## config.mk

```make
export PLATFORM = sky130hd
export DESIGN_NAME = glitc_refclk_freq_meter
export DESIGN_NICKNAME = d
export VERILOG_FILES = /design/src/rtl/glitc_refclk_freq_meter.sv
export SDC_FILE = /design/constraint.sdc
export NUM_CORES = 1
export LEC_CHECK = 0
export ABC_AREA = 1
export CAP_MARGIN = 20
export CORE_ASPECT_RATIO = 0.8
export CORE_UTILIZATION = 45
export CTS_BUF_LIST = sky130_fd_sc_hd__clkbuf_8 sky130_fd_sc_hd__clkbuf_16
export DETAILED_ROUTE_END_ITERATION = 10
export PLACE_DENSITY = 0.75
export SYNTH_ARGS = -nofsm -noshare
export SYNTH_HDL_FRONTEND = slang
export SYNTH_SLANG_ARGS = --single-unit
```

## constraint.sdc

```tcl
create_clock -name clk_i -period 5 [get_ports clk_i]
set_input_delay 0.75 -clock clk_i [delete_from_list [all_inputs] [get_ports clk_i]]
set_output_delay 0.75 -clock clk_i [all_outputs]
set_load 0.005 [all_outputs]
```

## src/rtl/glitc_refclk_freq_meter.sv

```systemverilog
// Reference-clock edge-rate meter.
// Counts rising edges on each monitored REFCLK copy over a fixed gate window
// of clk_i cycles. Each window's count is held, and one channel's held count
// is presented for readback.

// Per-channel edge counter: synchronizer, edge detect, saturating accumulator
// and held result.
module glitc_refclk_chan #(
    parameter int COUNT_WIDTH = 10
) (
    input  logic                   clk_i,
    input  logic                   rst_i,
    input  logic                   refclk_i,
    input  logic                   clr_i,
    input  logic                   term_i,
    output logic [COUNT_WIDTH-1:0] result_o
);

    logic [1:0]             sync;
    logic                   hist;
    logic                   edge_det;
    logic [COUNT_WIDTH-1:0] acc;
    logic [COUNT_WIDTH-1:0] acc_inc;

    // Two-flop synchronizer for the async refclk, plus one history flop for edge detect
    always_ff @(posedge clk_i or posedge rst_i) begin
        if (rst_i) begin
            sync <= '0;
            hist <= 1'b0;
        end else begin
            sync <= {sync[0], refclk_i};
            hist <= sync[1];
        end
    end

    assign edge_det = sync[1] & ~hist;

    // Saturate instead of wrapping, so an over-range input reads full scale
    assign acc_inc = (edge_det && (acc != '1)) ? acc + 1'b1 : acc;

    // Accumulate edges across the window.
    // On the terminal cycle, hand the total (including this cycle's edge) to result.
    always_ff @(posedge clk_i or posedge rst_i) begin
        if (rst_i) begin
            acc      <= '0;
            result_o <= '0;
        end else if (clr_i) begin
            acc      <= '0;
            result_o <= '0;
        end else if (term_i) begin
            acc      <= '0;
            result_o <= acc_inc;
        end else begin
            acc      <= acc_inc;
        end
    end

endmodule

module glitc_refclk_freq_meter #(
    parameter int NUM_CLK     = 6,
    parameter int COUNT_WIDTH = 10,
    parameter int GATE_CYCLES = 1024
) (
    input  logic                   clk_i,
    input  logic                   rst_i,
    input  logic [NUM_CLK-1:0]     refclk_i,
    input  logic [3:0]             refclk_select_i,
    input  logic                   refclk_select_wr_i,
    output logic [COUNT_WIDTH-1:0] refclk_count_o,
    output logic                   count_valid_o
);

    localparam int               GW        = $clog2(GATE_CYCLES);
    localparam logic [GW-1:0]    GATE_LAST = GW'(GATE_CYCLES - 1);

    logic [GW-1:0]                          gate_cnt;
    logic                                   term;
    logic [3:0]                             sel;
    logic [NUM_CLK-1:0][COUNT_WIDTH-1:0]    result;
    logic [COUNT_WIDTH-1:0]                 sel_data;

    assign term = (gate_cnt == GATE_LAST);

    // Gate window counter.
    // A select write restarts the window so that the first result covers a full window.
    always_ff @(posedge clk_i or posedge rst_i) begin
        if (rst_i)                   gate_cnt <= '0;
        else if (refclk_select_wr_i) gate_cnt <= '0;
        else if (term)               gate_cnt <= '0;
        else                         gate_cnt <= gate_cnt + 1'b1;
    end

    // One counter per monitored line
    for (genvar n = 0; n < NUM_CLK; n++) begin : g_chan
        glitc_refclk_chan #(
            .COUNT_WIDTH (COUNT_WIDTH)
        ) u_chan (
            .clk_i    (clk_i),
            .rst_i    (rst_i),
            .refclk_i (refclk_i[n]),
            .clr_i    (refclk_select_wr_i),
            .term_i   (term),
            .result_o (result[n])
        );
    end

    // Readback mux; selects beyond the populated channels read 0
    always_comb begin
        sel_data = '0;
        for (int i = 0; i < NUM_CLK; i++)
            if (sel == 4'(i)) sel_data = result[i];
    end

    // Select register, valid flag and registered readout.
    // A write wins over a coincident terminal cycle.
    always_ff @(posedge clk_i or posedge rst_i) begin
        if (rst_i) begin
            sel            <= '0;
            count_valid_o  <= 1'b0;
            refclk_count_o <= '0;
        end else begin
            refclk_count_o <= sel_data;
            if (refclk_select_wr_i) begin
                sel           <= refclk_select_i;
                count_valid_o <= 1'b0;
            end else if (term) begin
                count_valid_o <= 1'b1;
            end
        end
    end

endmodule

```

==> summary.txt, run 1 <==
Floorplan
  • I/O pin count: 24
  • Die X: 152 µm
  • Initial core utilization: 46.2%
  • Die area: 0.0184 mm²
  • Die height: 122 µm
  • Site Rows: 43
  • Core Region: 0.0174 mm²

Setup path
  • Crit start category: primary input
  • FF-to-FF End: g_chan[1].u_chan.result_o[6]$_DFFE_PP0P_
  • R2R Setup Slk: 2.56 ns
  • CP max stage cell: nor2_4
  • Worst reg2reg path depth: 8
  • Cell Chain, Critical Path: clkdlybuf4s50_1 > nor2_4 > buf_4 > inv_2 > o21ai_1
  • Crit path required time: 5.36 ns
  • Worst Setup End Kind: register
  • Crit path DAT: 2.81 ns
  • FF-to-FF Start: gate_cnt[0]$_DFF_PP0_
  • Critical Path Max Stage Delay: 0.71 ns
  • Worst-path fanout max: 29
  • CP Class: primary input to register

Final layout
  • Post-layout nets: 1111
  • Layout Area Growth over Synthesis: 12.5%
  • Diodes inserted: 0
  • Share of layout cells above drive strength 1: 4.53%
  • Fill count: 1633
  • Fin cells: 1329

Yosys
  • Syn Area/Cell: 7.51 µm²
  • Area contributors post-synth: dfrtp_1, nand2_1, nor2_1, inv_1, nand3_1
  • Yosys cell types: 30
  • Yosys warnings: 0
  • Cells after synthesis: 1072
  • Syn nets: 1092
  • Top cells by count, synth: nand2_1, dfrtp_1, nor2_1
  • Yosys top cell area share: 50.7%
  • Count leader, synth: nand2_1
  • Register area share after synthesis: 50.7%
  • Number of enable flip-flop cells after synthesis: 0
  • Most common flop cell mapped by yosys: dfrtp_1
  • #FFs+latches synth: 163
  • Ys async rst share: 100%
  • Post-synth top area cell: dfrtp_1
  • Post-Syn Area: 0.00805 mm²

Global route
  • GRT Util Overall: 21.6%
  • Largest net degree at the start of global routing: 114
  • First-pass GRT wire length: 30800 µm
  • GR Overflow Total: 0
  • Initial antenna violation count: 0
  • Number of global-route vias before repair: 6449

Power
  • Cell Pwr Density: 329 mW/mm²
  • Peak VDD IR: 0.228 mV
  • Pwr Total: 2.98 mW
  • Leak Pwr: 4.58 nW

Timing
  • Slew Viols, Final: 0
  • Final setup viols: 0
  • Clk_skew: 0.00800 ns
  • Final TNS setup: 0 ns
  • RSZ-0062 raised after global routing: false
  • Peak Freq: 409 MHz
  • Least-Margin Pin Slew: 0.951 ns
  • Tmin final: 2.45 ns
  • Post-Route Hold Slack: 0.343 ns
  • Fin. Hold Viols: 0
  • Worst slew margin: 36.1%
  • Tcrit/Tclk final: 49.0%

CTS
  • Post-CTS Setup Bufs: 0
  • CTS tree: built
  • Root buffer cell: clkbuf_16
  • Bufs on Longest Clock Path: 2
  • Clock transition at path regs: 0.07 ns
  • H-tree depth: 4
  • CTS Buf Count: 17
  • Post-CTS Resized: 0
  • # clock sinks: 163
  • Later-pin clock latency in the skew report: 0.43 ns
  • CTS Hold Bufs: 0

Place
  • # placed instances: 1297
  • IO Port Bufs: 23
  • RePlAce Congestion: 0.896
  • Post-DP HPWL: 12000 µm

Min path
  • Hold endpoint: g_chan[2].u_chan.sync[1]$_DFF_PP0_
  • Class of the worst hold path: register to register
  • Hold-critical path depth: 0
  • Hold wc startpoint: g_chan[2].u_chan.sync[0]$_DFF_PP0_

Route
  • Post-route DRC: 0
  • Via count: 6742
  • Via density: 5.07
  • DR WL/cell: 13.7 µm
  • Drt total wl: 18200 µm
  • First-pass detailed-route iteration total: 5
  • DRT iter0 DRCs: 465
  • Routed Antenna Nets: 0

Run status
  • Status: completed

Run
  • Max-Cap Viols: 0
==> cells in the final DEF (no fill, tap or decap), types with 4 or more instances in the layout <==
master and count:
inv_6 4, nor2_1 134, inv_2 6, nor3_1 4
inv_1 120, clkdlybuf4s50_1 23, o21ai_1 5, nand2_1 411
dfrtp_1 163, ha_1 7, a21oi_1 6, clkbuf_16 17
o21ai_0 35, nand3_1 86, xor2_1 18, nand4_1 20
o211ai_1 11
==> cell type report <==
type	count	area (µm²)	share of cell area (%)
clock buffer	18	439	4.85
timing repair buffer	27	273	3.01
inverter	126	477	5.27
clock inverter	14	175	1.94
sequential	163	4080	45.1
multi-input combinational	756	3330	36.7
tap	225	282	3.11
==> critical path, delay by kind of cell <==
family          cells  cell delay (ns)
buf+inv             3             1.18
compound gates      1             0.15
simple gates        1             0.71
==> state kept, by name (all words and copies together) (netlist names) <==
name,cells
g_chan.u_chan.result_o,60
gate_cnt,10
g_chan.u_chan.sync,12
count_valid_o,1
refclk_count_o,10
sel,4
g_chan.u_chan.hist,6
g_chan.u_chan.acc,60
==> routing by layer <==
layer / vias up / share of wire, % / global-route usage, %
met4: 0 / 1.4 / 6.68
met3: 22 / 4.7 / 4.34
li1: 3375 / - / -
met1: 3167 / 49 / 30.6
met2: 178 / 45 / 33.6
met5: - / 0 / 0
==> where the power goes <==
part	total [mW]	switching, mW	leakage (nW)	internal [mW]
logic	0.219	0.156	2.09	0.0623
clock network	1.36	0.560	0.299	0.804
registers	1.39	0.0364	2.19	1.36
==> metrics by stage <==
stage | setup slack (ns) | cell area (µm²) | utilization (%)
after global placement | 2.19 | 8440 | 48.4
final | 2.55 | 9050 | 51.9
after global routing | 2.40 | 9050 | 51.9
after detailed placement | 2.11 | 8440 | 48.4
after CTS | 2.55 | 9050 | 51.9
after floorplan | 2.18 | 8050 | -
==> logic make-up after synthesis <==
group                      after synthesis  synth area share, %
and+or+nand+nor                        665                 33.5
DFF                                    163                 50.7
buffers and inverters                  153                 8.05
AOI/OAI and AO/OA                       63                 4.40
xor gates and xnor gates                21                 2.29
adders and majority gates                7                 1.09
==> worst max-delay path by stage <==
stage          cells past startpoint                                  endpoint             startpoint  slack, ns
2_1_floorplan                      1                 count_valid_o$_DFFE_PP0P_                  rst_i       2.18
3_3_place_gp                       5  g_chan[1].u_chan.result_o[6]$_DFFE_PP0P_     refclk_select_wr_i       2.19
3_5_place_dp                       5  g_chan[1].u_chan.result_o[6]$_DFFE_PP0P_     refclk_select_wr_i       2.11
4_1_cts                            8  g_chan[1].u_chan.result_o[6]$_DFFE_PP0P_  gate_cnt[0]$_DFF_PP0_       2.55
5_1_grt                            8  g_chan[1].u_chan.result_o[6]$_DFFE_PP0P_  gate_cnt[0]$_DFF_PP0_       2.40
6_report                           5  g_chan[1].u_chan.result_o[6]$_DFFE_PP0P_     refclk_select_wr_i       2.55
Note: power is estimated with default switching activity, not from simulation.
==> run 2: changes to the inputs <==
--- a/config.mk
+++ b/config.mk
@@ -11,7 +11,7 @@
 export CORE_UTILIZATION = 45
 export CTS_BUF_LIST = sky130_fd_sc_hd__clkbuf_8 sky130_fd_sc_hd__clkbuf_16
 export DETAILED_ROUTE_END_ITERATION = 10
-export PLACE_DENSITY = 0.75
+export PLACE_DENSITY = 0.72
 export SYNTH_ARGS = -nofsm -noshare
 export SYNTH_HDL_FRONTEND = slang
 export SYNTH_SLANG_ARGS = --single-unit
==> constraint.sdc (replaced) <==
create_clock -name clk_i -period 2.5 [get_ports clk_i]
set_input_delay 0.375 -clock clk_i [delete_from_list [all_inputs] [get_ports clk_i]]
set_output_delay 0.375 -clock clk_i [all_outputs]
set_load 0.005 [all_outputs]
==> run 2 against run 1 <==
Worst hold slack got worse by 0.13 ns. Sequential share of layout area is 0.093 points lower. Largest cell class unchanged. Worst setup slack got worse by 2.1 ns. Die area is the same. Register-to-register slack got worse by 2.1 ns. Wire length shrank 3.0%. Clock skew rose by 0.0055 ns. Critical path depth rose by 4. Global-route usage shrank 0.42 points. Clock power is 82% higher. Critical path type is now register to register. Non-clock buffer count is 5 higher.
==> summary.txt, run 2 (synthesis results as in run 1) <==
Floorplan
  • Die X: 152 µm (unchanged)
  • Core Region: 0.0174 mm² (unchanged)
  • I/O pin count: 24 (unchanged)
  • Die height: 122 µm (unchanged)
  • Die area: 0.0184 mm² (unchanged)
  • Site Rows: 43 (unchanged)
  • Initial core utilization: 46.2% (unchanged)

Min path
  • Class of the worst hold path: primary input to async pin

Route
  • Via density: 5.00 (-1.4%)
  • Post-route DRC: 0 (unchanged)
  • DR WL/cell: 13.2 µm (-3.4%)
  • Routed Antenna Nets: 0 (unchanged)
  • First-pass detailed-route iteration total: 5 (unchanged)
  • Drt total wl: 17600 µm (-3.0%)
  • DRT iter0 DRCs: 459 (-1.3%)
  • Via count: 6671 (-1.1%)

Global route
  • GRT Util Overall: 21.2% (-0.42 points)
  • Initial antenna violation count: 0 (unchanged)
  • First-pass GRT wire length: 30000 µm (-2.5%)
  • Largest net degree at the start of global routing: 76 (-33%)
  • Number of global-route vias before repair: 6364 (-1.3%)
  • GR Overflow Total: 0 (unchanged)

Power
  • Net switching power: 1.53 mW (+100%)
  • Peak VDD IR: 0.443 mV (+94%)
  • Switching share of power: 26.8% (+1.5 points)
  • Cell Pwr Density: 629 mW/mm² (+91%)
  • Comb power frac: 7.7% (+0.4 points)
  • Clk network pwr share: 43.5% (-2.3 points)
  • Part of the power in registers: 48.9% (+2.1 points)
  • P_int: 4.17 mW (+88%)
  • Leak Pwr: 4.59 nW (+0.15%)
  • Pwr Total: 5.70 mW (+92%)

Setup path
  • CP Class: register to register
  • Crit start category: register
  • Crit path DAT: 2.34 ns (-0.47 ns)
  • Worst Setup End Kind: register
  • Crit path required time: 2.84 ns (-2.52 ns)
  • Worst-path fanout max: 13 (-55%)

Place
  • Post-Place Cell Area: 0.00851 mm² (+0.89%)
  • RePlAce Congestion: 0.862 (-3.8%)
  • IO Port Bufs: 23 (unchanged)
  • Post-DP HPWL: 12100 µm (+1.2%)
  • Place WS: 0.507 ns (-1.60 ns)

Final layout
  • Diodes inserted: 0 (unchanged)
  • Commonest cells after routing, fill and taps aside: nand2_1, dfrtp_1, nor2_1
  • Largest regs: g_chan.u_chan.acc: 60 flops, g_chan.u_chan.result_o: 60 flops, g_chan.u_chan.sync: 12 flops
  • Share of layout cells above drive strength 1: 5.05% (+0.52 points)
  • Layout Area Growth over Synthesis: 12.7%
  • Post-layout nets: 1116 (+0.45%)
  • Fill count: 1670 (+2.3%)
  • Final Cell Area: 0.00907 mm² (+0.21%)
  • Commonest non-fill, non-tap cell in the layout: nand2_1

Timing
  • Clk_skew: 0.0135 ns (+0.00549 ns)
  • Peak Freq: 500 MHz
  • Worst setup margin: 0.501 ns (-2.05 ns)
  • Post-Route Hold Slack: 0.209 ns (-0.133 ns)
  • Fin. Hold Viols: 0 (unchanged)
  • Slew Viols, Final: 0 (unchanged)
  • RSZ-0062 raised after global routing: false
  • Worst slew margin: 68.1% (+32 points)
  • Tcrit/Tclk final: 80.0%
  • Final TNS setup: 0 ns (unchanged)
  • Tmin final: 2.00 ns
  • Final setup viols: 0 (unchanged)
  • Least-Margin Pin Slew: 0.477 ns (-0.474 ns)

CTS
  • Post-CTS Resized: 0 (unchanged)
  • Root buffer cell: clkbuf_16
  • Post-CTS Setup Bufs: 0 (unchanged)
  • Later-pin clock latency in the skew report: 0.44 ns (about the same)
  • H-tree depth: 4 (unchanged)
  • Clock transition at path regs: 0.07 ns (about the same)
  • Bufs on Longest Clock Path: 2 (unchanged)
  • # clock sinks: 163 (unchanged)
  • CTS tree: built
  • CTS Buf Count: 17 (unchanged)
  • CTS Hold Bufs: 0 (unchanged)

Run
  • Max-Cap Viols: 0 (unchanged)

Run status
  • Status: completed
-- run 2: cell count changes in the layout (fill, tap and decap cells not counted) --
cell / delta
inv_8: +3
clkinv_4: -1
buf_12: +3
buf_4: +2
clkinv_2: +1
clkinvlp_4: +1
bufinv_16: -3
inv_1: -1
-- run 2: routing by layer --
layer  GRT usage, %  part of all wire, %
met5              0                    0
met4           6.75                  1.6
met3           4.72                  4.7
met2           31.6                   43
met1           30.7                   50
-- run 2: area by class of cell --
class,count,area [µm²],share of cell area (%)
inverter,126,477,5.26
multi-input combinational,756,3330,36.7
clock buffer,18,439,4.84
sequential,163,4080,45.0
tap,225,282,3.10
clock inverter,14,119,1.31
timing repair buffer,32,348,3.84
-- run 2: power groups by stage --
stage / sequential (mW) / clock (mW) / combinational, mW
after global placement: 2.83 / 0 / 0.430
after global routing: 2.80 / 2.63 / 0.509
final: 2.79 / 2.48 / 0.437
after detailed placement: 2.84 / 0 / 0.440
after floorplan: 2.82 / 0 / 0.333
after CTS: 2.79 / 2.52 / 0.442
-- run 2: worst paths after layout --
| kind | from | to | slack [ns] | depth (start not counted) |
|---|---|---|---|---|
| worst max-delay path | g_chan[2].u_chan.acc[0]$_DFF_PP0_ | g_chan[2].u_chan.result_o[8]$_DFFE_PP0P_ | 0.50 | 9 |
| worst min-delay path | rst_i | g_chan[5].u_chan.sync[0]$_DFF_PP0_ | 0.21 | 2 |
| worst max register to register | g_chan[2].u_chan.acc[0]$_DFF_PP0_ | g_chan[2].u_chan.result_o[8]$_DFFE_PP0P_ | 0.50 | 9 |
| worst min register to register | g_chan[2].u_chan.sync[0]$_DFF_PP0_ | g_chan[2].u_chan.sync[1]$_DFF_PP0_ | 0.35 | 0 |
| max in group asynchronous | rst_i | g_chan[1].u_chan.acc[5]$_DFF_PP0_ | 1.65 | 3 |
| min in group clk_i | g_chan[2].u_chan.sync[0]$_DFF_PP0_ | g_chan[2].u_chan.sync[1]$_DFF_PP0_ | 0.35 | 0 |
-- run 2: worst max-delay path, cell delays in order (launching register included) --
cell	delay, ns
dfrtp_1	0.44
ha_1	0.23
nand2_1	0.06
nor2_1	0.16
nand3_1	0.10
nand2_1	0.37
inv_2	0.18
nand2_1	0.12
nand3_1	0.12
o21ai_0	0.12
-- run 2: stage by stage --
step                      util, %  std cells
after detailed placement     48.8       1302
final                        52.0       1334
after global routing         52.0       1334
after global placement       48.8       1302
after CTS                    52.0       1334
after floorplan                 -       1072
==> run 3: changes to the inputs <==
--- a/config.mk
+++ b/config.mk
@@ -11,7 +11,7 @@
 export CORE_UTILIZATION = 45
 export CTS_BUF_LIST = sky130_fd_sc_hd__clkbuf_8 sky130_fd_sc_hd__clkbuf_16
 export DETAILED_ROUTE_END_ITERATION = 10
-export PLACE_DENSITY = 0.72
+export PLACE_DENSITY = 0.75
 export SYNTH_ARGS = -nofsm -noshare
 export SYNTH_HDL_FRONTEND = slang
 export SYNTH_SLANG_ARGS = --single-unit
==> constraint.sdc (replaced) <==
create_clock -name clk_i -period 1.8 [get_ports clk_i]
set_input_delay 0.27 -clock clk_i [delete_from_list [all_inputs] [get_ports clk_i]]
set_output_delay 0.27 -clock clk_i [all_outputs]
set_load 0.005 [all_outputs]
==> run 3 against run 2 <==
Count of clock-buffer cells in the layout grew 1. Sequential share of layout area shrank 1.4 points. Combinational power grew 54%. Global-route usage grew 1.1 points. Total power grew 48%. Utilization grew 1.7 points. Critical path depth is the same. Maximum frequency grew 17%. Clock skew shrank 0.0053 ns. Wire length grew 5.7%. Non-clock buffer count grew 21. Critical endpoint is now g_chan[5].u_chan.result_o[2]$_DFFE_PP0P_. Largest power group is now clock.
==> summary.txt, run 3 (synthesis results as in run 1) <==
Final layout
  • Post-layout nets: 1137 (+1.9%)
  • Share of layout cells above drive strength 1: 7.44% (+2.4 points)
  • Largest regs: g_chan.u_chan.acc: 60 flops, g_chan.u_chan.result_o: 60 flops, g_chan.u_chan.sync: 12 flops
  • Fin cells: 1354 (+1.5%)
  • Commonest non-fill, non-tap cell in the layout: nand2_1
  • Commonest cells after routing, fill and taps aside: nand2_1, dfrtp_1, nor2_1
  • Layout Area Growth over Synthesis: 16.3%
  • Diodes inserted: 0 (unchanged)

Power
  • Cell Pwr Density: 903 mW/mm² (+44%)
  • Peak VDD IR: 0.610 mV (+38%)
  • P_int: 6.39 mW (+53%)
  • Comb power frac: 8.0% (+0.3 points)
  • Switching share of power: 24.4% (-2.4 points)
  • Clk network pwr share: 46.3% (+2.8 points)
  • Part of the power in registers: 45.7% (-3.2 points)
  • Pwr Total: 8.46 mW (+48%)
  • Net switching power: 2.06 mW (+35%)
  • Leak Pwr: 4.74 nW (+3.1%)

Setup path
  • Worst Setup End Kind: register
  • Crit start category: register
  • CP Class: register to register
  • Crit path required time: 2.12 ns (-0.72 ns)
  • Crit path DAT: 2.03 ns (-0.31 ns)
  • Worst-path fanout max: 11 (-2)

CTS
  • Clock transition at path regs: 0.07 ns (about the same)
  • H-tree depth: 4 (unchanged)
  • # clock sinks: 163 (unchanged)
  • CTS Buf Count: 17 (unchanged)
  • CTS tree: built
  • Later-pin clock latency in the skew report: 0.43 ns (about the same)
  • Bufs on Longest Clock Path: 2 (unchanged)
  • Root buffer cell: clkbuf_16

Timing
  • Peak Freq: 585 MHz (+17%)
  • Final setup viols: 0 (unchanged)
  • Slew Viols, Final: 0 (unchanged)
  • Tcrit/Tclk final: 95.0% (+15 points)
  • Clk_skew: 0.00820 ns (-0.00529 ns)
  • Worst slew margin: 71.1% (+3.0 points)
  • Tmin final: 1.71 ns (-0.289 ns)
  • Worst setup margin: 0.0898 ns (-0.411 ns)
  • Fin. Hold Viols: 0 (unchanged)
  • Least-Margin Pin Slew: 0.434 ns (-0.0437 ns)

Floorplan
  • Initial core utilization: 46.2% (unchanged)
  • Core Region: 0.0174 mm² (unchanged)
  • Die X: 152 µm (unchanged)
  • I/O pin count: 24 (unchanged)
  • Site Rows: 43 (unchanged)
  • Die height: 122 µm (unchanged)
  • Die area: 0.0184 mm² (unchanged)

Place
  • RePlAce Congestion: 0.818 (-5.1%)
  • Post-DP HPWL: 12800 µm (+5.3%)
  • IO Port Bufs: 23 (unchanged)
  • # placed instances: 1321 (+1.5%)
  • Place WS: 0.0803 ns (-0.427 ns)

Route
  • First-pass detailed-route iteration total: 5 (unchanged)
  • DRT iter0 DRCs: 463 (+0.87%)
  • Routed Antenna Nets: 0 (unchanged)
  • Via count: 6890 (+3.3%)
  • Via density: 5.09 (+1.8%)
  • DR WL/cell: 13.7 µm (+4.1%)
  • Drt total wl: 18600 µm (+5.7%)
  • Post-route DRC: 0 (unchanged)

Global route
  • First-pass GRT wire length: 31800 µm (+6.0%)
  • Largest net degree at the start of global routing: 81 (+6.6%)
  • Initial antenna violation count: 0 (unchanged)
  • Number of global-route vias before repair: 6700 (+5.3%)
  • GR Overflow Total: 0 (unchanged)
  • GRT Util Overall: 22.3% (+1.1 points)

Run status
  • Status: completed

Min path
  • Class of the worst hold path: primary input to register

Run
  • Max-Cap Viols: 0 (unchanged)
[run 3: cell count changes in the layout (fill, tap and decap cells not counted), moves of 2 or more]
cell | before | now
inv_1 | 119 | 116
inv_8 | 3 | 0
nand2_1 | 411 | 409
bufinv_16 | 0 | 4
inv_2 | 6 | 10
buf_12 | 4 | 7
buf_4 | 5 | 22
[run 3: layout make-up]
cell class | count | area, µm²
Inverter | 126 | 477
Clock inverter | 12 | 179
Tap cell | 225 | 282
Fill cell | 1608 | 8070
Clock buffer | 19 | 453
Sequential cell | 163 | 4080
Multi-Input combinational cell | 756 | 3350
Timing Repair Buffer | 53 | 547
[run 3: worst paths after layout]
kind,startpoint,end,slack (ns),cells after the start
worst min register to register,g_chan[3].u_chan.sync[0]$_DFF_PP0_,g_chan[3].u_chan.sync[1]$_DFF_PP0_,0.35,0
worst max register to register,g_chan[5].u_chan.acc[0]$_DFF_PP0_,g_chan[5].u_chan.result_o[2]$_DFFE_PP0P_,0.09,9
worst min-delay path,refclk_i[3],g_chan[3].u_chan.sync[0]$_DFF_PP0_,0.28,1
max in group asynchronous,rst_i,g_chan[2].u_chan.result_o[3]$_DFFE_PP0P_,1.10,3
min in group asynchronous,rst_i,g_chan[5].u_chan.sync[1]$_DFF_PP0_,0.30,3
worst max-delay path,g_chan[5].u_chan.acc[0]$_DFF_PP0_,g_chan[5].u_chan.result_o[2]$_DFFE_PP0P_,0.09,9
[run 3: power by group through the flow]
stage / logic (mW) / clock network (mW) / registers (mW)
6_report: 0.675 / 3.91 / 3.87
3_3_place_gp: 0.638 / 0 / 3.93
3_5_place_dp: 0.659 / 0 / 3.93
2_1_floorplan: 0.463 / 0 / 3.91
5_1_grt: 0.776 / 4.12 / 3.88
4_1_cts: 0.668 / 3.97 / 3.87
[run 3: critical path: stages, from the launching register on]
cell and delay [ns]:
dfrtp_1 0.39, ha_1 0.20, nand2_1 0.12, nor2_1 0.13, nand3_1 0.13, nand2_1 0.14
buf_4 0.19, nand2_1 0.08, nand2_1 0.14, o21ai_1 0.07
[run 3: what timing repair did]
| action | in CTS | in global routing |
|---|---|---|
| hold buffers | 0 | 0 |
| gates resized for setup | 0 | 11 |
| endpoints found under the setup margin | 0 | 60 |
| setup buffers | 0 | 2 |
[run 3: metal layers]
layer / wire [µm] / vias to the layer above / global-route usage, %
met4: 272 / 0 / 6.99
li1: - / 3425 / -
met5: 0 / - / 0
met2: 8490 / 180 / 34.6
met3: 1010 / 27 / 4.72
met1: 8840 / 3258 / 31.3
[run 3: metrics by stage]
step                      TNS (ns)  util [%]  instance area [µm²]  hold WS, ns
after CTS                        0      53.5                 9320        0.262
after global routing       -0.0185      53.7                 9360        0.264
after floorplan             -88.15         -                 8050        0.301
after detailed placement         0      49.9                 8690        0.337
after global placement           0      49.9                 8690        0.333
final                            0      53.7                 9360        0.277
